$ cat src/rtl/wavetable_reader.sv
// wavetable_reader
// Fetches one wavetable sample per new NCO address from a synchronous BRAM and
// presents it to the voice mixer through a valid/ready handshake.
//
// Ports:
//   sys_clk       system clock, all logic on the rising edge
//   sys_rst       synchronous reset, active-high
//   nco_addr      current table address from the NCO
//   wave_sel      waveform bank select, sampled at the fetch trigger only
//   mem_addr      BRAM read address {bank, addr}
//   mem_rd_en     BRAM read enable, high for one cycle per fetch
//   mem_rd_data   BRAM read data, valid the cycle after the enabled edge
//   gain          unsigned gain, 128 = unity (WT_GAIN_EN builds only)
//   sample_out    signed sample to the mixer
//   sample_valid  sample_out valid
//   sample_ready  downstream accepts when valid & ready at a rising edge
//   overrun_cnt   saturating count of address changes seen while busy
//
// Build option:
//   WT_GAIN_EN    adds a SCALE state applying the per-voice gain with
//                 saturation; fetch-to-valid latency grows from 3 to 4 edges.

module wavetable_reader #(
  parameter int unsigned ADDR_W = 8,
  parameter int unsigned S_W    = 16,
  parameter int unsigned BANK_W = 2
) (
  input  logic                     sys_clk,
  input  logic                     sys_rst,
  input  logic [ADDR_W-1:0]        nco_addr,
  input  logic [BANK_W-1:0]        wave_sel,
  output logic [BANK_W+ADDR_W-1:0] mem_addr,
  output logic                     mem_rd_en,
  input  logic [S_W-1:0]           mem_rd_data,
  input  logic [7:0]               gain,
  output logic [S_W-1:0]           sample_out,
  output logic                     sample_valid,
  input  logic                     sample_ready,
  output logic [7:0]               overrun_cnt
);

  localparam int unsigned MA_W   = BANK_W + ADDR_W;
  localparam int unsigned PROD_W = S_W + 9;

  typedef enum logic [2:0] {
    ST_IDLE,
    ST_READ,
    ST_CAPTURE,
    ST_SCALE,
    ST_PRESENT
  } state_t;

  state_t            r_state;
  logic [MA_W-1:0]   r_mem_addr;
  logic              r_mem_rd_en;
  logic [S_W-1:0]    r_sample_out;
  logic              r_sample_valid;
  logic [7:0]        r_overrun_cnt;
  logic [ADDR_W-1:0] r_last_addr;
  logic [ADDR_W-1:0] r_addr_q;
  logic              r_prime;

  logic w_trigger;
  logic w_overrun_inc;

  // Fetch when the address moved since the last fetch, or once after reset.
  assign w_trigger = (nco_addr != r_last_addr) || r_prime;

  // An address step observed while busy is a missed address; count saturates.
  assign w_overrun_inc = (r_state != ST_IDLE) && (nco_addr != r_addr_q) &&
                         (r_overrun_cnt != 8'hFF);

`ifdef WT_GAIN_EN
  logic [S_W-1:0]           r_raw;
  logic signed [PROD_W-1:0] w_raw_ext;
  logic signed [PROD_W-1:0] w_gain_ext;
  logic signed [PROD_W-1:0] w_prod;
  logic signed [PROD_W-1:0] w_shift;
  logic [PROD_W-S_W:0]      w_hi;
  logic [S_W-1:0]           w_scaled;

  // Signed sample times zero-extended gain; the product fits PROD_W exactly.
  assign w_raw_ext  = {{9{r_raw[S_W-1]}}, r_raw};
  assign w_gain_ext = {{(S_W+1){1'b0}}, gain};
  assign w_prod     = w_raw_ext * w_gain_ext;
  assign w_shift    = w_prod >>> 7;
  assign w_hi       = w_shift[PROD_W-1:S_W-1];

  // Clamp to the signed S_W range when the bits above the sign disagree.
  always_comb begin
    w_scaled = w_shift[S_W-1:0];
    if (!((&w_hi) || (~|w_hi))) begin
      if (w_shift[PROD_W-1]) begin
        w_scaled = {1'b1, {(S_W-1){1'b0}}};
      end else begin
        w_scaled = {1'b0, {(S_W-1){1'b1}}};
      end
    end
  end
`else
  logic w_unused_gain;
  assign w_unused_gain = ^gain;
`endif

  // Fetch sequencer with all outputs registered.
  always_ff @(posedge sys_clk) begin
    if (sys_rst) begin
      r_state        <= ST_IDLE;
      r_mem_addr     <= '0;
      r_mem_rd_en    <= 1'b0;
      r_sample_out   <= '0;
      r_sample_valid <= 1'b0;
      r_overrun_cnt  <= 8'd0;
      r_last_addr    <= '0;
      r_addr_q       <= '0;
      r_prime        <= 1'b1;
`ifdef WT_GAIN_EN
      r_raw          <= '0;
`endif
    end else begin
      r_addr_q <= nco_addr;
      if (w_overrun_inc) begin
        r_overrun_cnt <= r_overrun_cnt + 8'd1;
      end

      case (r_state)
        ST_IDLE: begin
          if (w_trigger) begin
            r_mem_addr  <= {wave_sel, nco_addr};
            r_mem_rd_en <= 1'b1;
            r_last_addr <= nco_addr;
            r_prime     <= 1'b0;
            r_state     <= ST_READ;
          end
        end

        ST_READ: begin
          r_mem_rd_en <= 1'b0;
          r_state     <= ST_CAPTURE;
        end

        ST_CAPTURE: begin
`ifdef WT_GAIN_EN
          r_raw          <= mem_rd_data;
          r_state        <= ST_SCALE;
`else
          r_sample_out   <= mem_rd_data;
          r_sample_valid <= 1'b1;
          r_state        <= ST_PRESENT;
`endif
        end

`ifdef WT_GAIN_EN
        ST_SCALE: begin
          r_sample_out   <= w_scaled;
          r_sample_valid <= 1'b1;
          r_state        <= ST_PRESENT;
        end
`endif

        ST_PRESENT: begin
          if (sample_ready) begin
            r_sample_valid <= 1'b0;
            r_state        <= ST_IDLE;
          end
        end

        default: begin
          r_state <= ST_IDLE;
        end
      endcase
    end
  end

  assign mem_addr     = r_mem_addr;
  assign mem_rd_en    = r_mem_rd_en;
  assign sample_out   = r_sample_out;
  assign sample_valid = r_sample_valid;
  assign overrun_cnt  = r_overrun_cnt;

endmodule

$ cat config.mk
export PLATFORM = sky130hd
export DESIGN_NAME = wavetable_reader
export DESIGN_NICKNAME = d
export VERILOG_FILES = /design/src/rtl/wavetable_reader.sv
export SDC_FILE = /design/constraint.sdc
export NUM_CORES = 1
export LEC_CHECK = 0
export BUFFER_PORTS_ARGS = -buffer_cell sky130_fd_sc_hd__buf_2
export CORE_ASPECT_RATIO = 0.8
export CORE_UTILIZATION = 48
export DETAILED_ROUTE_END_ITERATION = 16
export HOLD_SLACK_MARGIN = 0.03
export PLACE_DENSITY = 0.85
export SETUP_SLACK_MARGIN = 0.3
export SKIP_LAST_GASP = 1
export SYNTH_ARGS = -nofsm -noshare
export SYNTH_HDL_FRONTEND = slang
export SYNTH_SLANG_ARGS = --single-unit
$ cat constraint.sdc
create_clock -name sys_clk -period 2.25 [get_ports sys_clk]
set_clock_uncertainty 0.1 [all_clocks]
set_input_delay 0.1125 -clock sys_clk [delete_from_list [all_inputs] [get_ports sys_clk]]
set_output_delay 0.1125 -clock sys_clk [all_outputs]
set_load 0.01 [all_outputs]
==> metrics.txt <==
# diodes=0; Required @ worst endpoint=around 2.3 ns; drt pass-1 iters=4; core area=slightly below 4000 µm²; GPL Wtd Cong=0.752; Power, Total=around 1.8 mW; total I/O pin count=between 70 and 80; synth cell count leaders=nand2_1, dfxtp_1, a21oi_1; Routed wire per std cell=~13 µm; CTS HTree Levels=2; hpwl dp=approximately 2800 µm; Hold Violations, Final=0; Slew Viols, Final=0; post-synthesis cell count=220; CTS buffer count=5; post-synth top area share=48.4%; global route total overflow=0; initial antenna violation count=0; Layout Cells excl Fill=between 300 and 400; vias in the first global route=about 1600; TritonCTS clock tree=yes; critical path peak fanout=5; Mean Syn Cell Area=between 9 and 10 µm²; fin crit share=between 80% and 90%; Internal=1.30 mW; NetSw=around 500 µW; sequential element share of the synthesized area=roughly 48%; setup TNS=0 ns; Die H=a little under 60 µm; Synth-to-Final Area Change=35.8%; Multi-input gate area=973 µm²; clk buf depth=2; root buffer cell=clkbuf_8; Tmin final=1.82 ns; GRT Util Overall=a little over a fifth; worst hold path type=primary input to flop; Iteration-0 DRC Markers=37; setup bufs post-CTS=0; vias per cell=between 4 and 5; r2r startpoint=overrun_cnt[0]$_SDFFE_PP0P_; Sink Count=48; initial core utilization=approximately half; library cells used by synthesis=37; ANT nets after route=0; Peak VDD IR=about 460 µV; Pleak=about 1.2 nW; Reg clk slew, reported paths=about 0.08 ns; dominant cells by area after synthesis=dfxtp_1, nand2_1, xor2_1; flops & latches, synth=48; Place WS=between 0.4 and 0.5 ns; Most used DFF post-synth=dfxtp_1; Site Rows=20; FF+latch area=around 960 µm²; Worst Reg-to-Reg Cells=6; PwrDens=between 600 and 700 nW/µm²; count leader, synth=nand2_1; full die area=between 4000 and 5000 µm²; die span in x=about 74 µm; R2R Setup Slk=~0.43 ns; Worst Setup SP=nco_addr[0]; status=completed; hold_sp=sys_rst; Clock power frac=26.5%; Synthesis Warnings=0; Gate power share=20.5%; Vias=1810; area leader, netlist=dfxtp_1; kind of start point of the critical path=primary input; R2R Path End=overrun_cnt[5]$_SDFFE_PP0P_; RSZ-0062 raised after global routing=false; DRT Wirelength=around 4600 µm; Max Cap Viol=0; post-route core utilization=between 60 and 70%; Final Net Count=347; IO Port Bufs=between 60 and 70; mapped cell area=between 1500 and 2000 µm²; DRC violations left=0; Filler cells=around 320; CP Class=primary input to flop; CP endpoint kind=flop; post-synth net total=258; Rel. slew slack=between 50 and 60%; largest net degree at the start of global routing=30; Hold Path Sink=r_addr_q[0]$_SDFF_PP0_; FMAX=around 550 MHz; number of enable flip-flop cells after synthesis=0; Slew @ Worst Pin=0.659 ns; Hold Path Depth=2; Worst-Skew Late Latency=approximately 0.3 ns; CP Data Arrival Time=1.91 ns; worst setup margin=0.426 ns; async set or reset register ratio after synthesis=0%; # setup viols final=0; fraction of layout cells with a size suffix above 1=27.8%; dpl cells=330; part of the power in registers=~53%; first-pass GRT wire length=just over 7000 µm; Sw Ratio=between 20% and 30%
[sequential cells by signal, indices dropped and copies added (netlist names)]
| name | count |
|---|---|
| mem_rd_en | 1 |
| overrun_cnt | 8 |
| r_addr_q | 8 |
| sample_out | 16 |
| r_state | 3 |
| r_prime | 1 |
| mem_addr | 10 |
| sample_valid | 1 |
[metal layers]
layer  GRT usage (%)  part of all wire (%)
met3            7.31                   6.1
met2            34.2                    46
met1            26.9                    47
met4            9.89                   1.6
met5               0                     0
[area by class of cell]
type                            count  area share (%)
Timing Repair Buffer               93            22.5
Clock inverter                      1           0.186
Multi-Input combinational cell    160            36.1
Sequential cell                    48            35.8
Inverter                            1           0.139
Clock buffer                        6            2.69
Tap cell                           55            2.55
[worst max-delay path, cell delays in order]
cell	delay, ns
dlygate4sd3_1	0.54
buf_2	0.15
xor2_1	0.26
nor4_4	0.09
a21bo_4	0.24
nor3_1	0.20
mux2_4	0.32
[cells in the final DEF (no fill, tap or decap), types with 2 or more instances in the layout]
master | Yosys | routed
dfxtp_1 | 48 | 45
buf_2 | 0 | 64
nor3_1 | 4 | 4
clkbuf_8 | 0 | 5
a211oi_1 | 2 | 2
a21oi_1 | 27 | 27
mux2i_1 | 6 | 6
dfxtp_2 | 0 | 3
nand3_1 | 4 | 4
nand4_1 | 2 | 2
xor2_1 | 16 | 16
nor4_4 | 0 | 2
buf_4 | 2 | 2
nor2b_1 | 11 | 11
nand2_1 | 49 | 49
dlygate4sd3_1 | 0 | 27
nor4_1 | 2 | 2
nor2_1 | 15 | 15
[timing repair]
item | in CTS | in global routing
endpoints found under the hold margin | 35 | 0
endpoints found under the setup margin | 0 | 3
hold buffers | 27 | 0
resized for setup | 0 | 5
[cell families (layout without fill, tap and decap cells)]
family | Yosys count | after routing | share of synthesized area, %
multiplexers | 8 | 8 | 4.35
XOR/XNOR | 17 | 17 | 7.50
buffers and inverters | 12 | 101 | 3.40
AND/OR/NAND/NOR | 95 | 95 | 22.7
adder cells (fa/ha/maj) | 1 | 1 | 0.630
flip-flops | 48 | 48 | 48.4
AO/OA/AOI/OAI | 39 | 39 | 13.0
[power by group through the flow]
stage          combinational [mW]  clock [mW]  sequential, mW
2_1_floorplan               0.214           0           0.985
3_3_place_gp                0.317           0           0.973
3_5_place_dp                0.326           0           0.976
4_1_cts                     0.363       0.495           0.957
5_1_grt                     0.409       0.531           0.967
6_report                    0.371       0.479           0.958
[through the flow]
step	hold slack (ns)	cell area, µm²
2_1_floorplan	0.141	1980
3_3_place_gp	0.245	2320
3_5_place_dp	0.259	2320
4_1_cts	0.157	2670
5_1_grt	0.177	2690
6_report	0.160	2690
[worst max path at each step]
stage	to	slack, ns
global route	overrun_cnt[5]$_SDFFE_PP0P_	0.32
finish	overrun_cnt[5]$_SDFFE_PP0P_	0.43
detailed placement	overrun_cnt[4]$_SDFFE_PP0P_	0.40
CTS	overrun_cnt[4]$_SDFFE_PP0P_	0.32
floorplan	overrun_cnt[4]$_SDFFE_PP0P_	0.41
global placement	overrun_cnt[4]$_SDFFE_PP0P_	0.42
No activity file was read; power rests on OpenSTA's default activity.
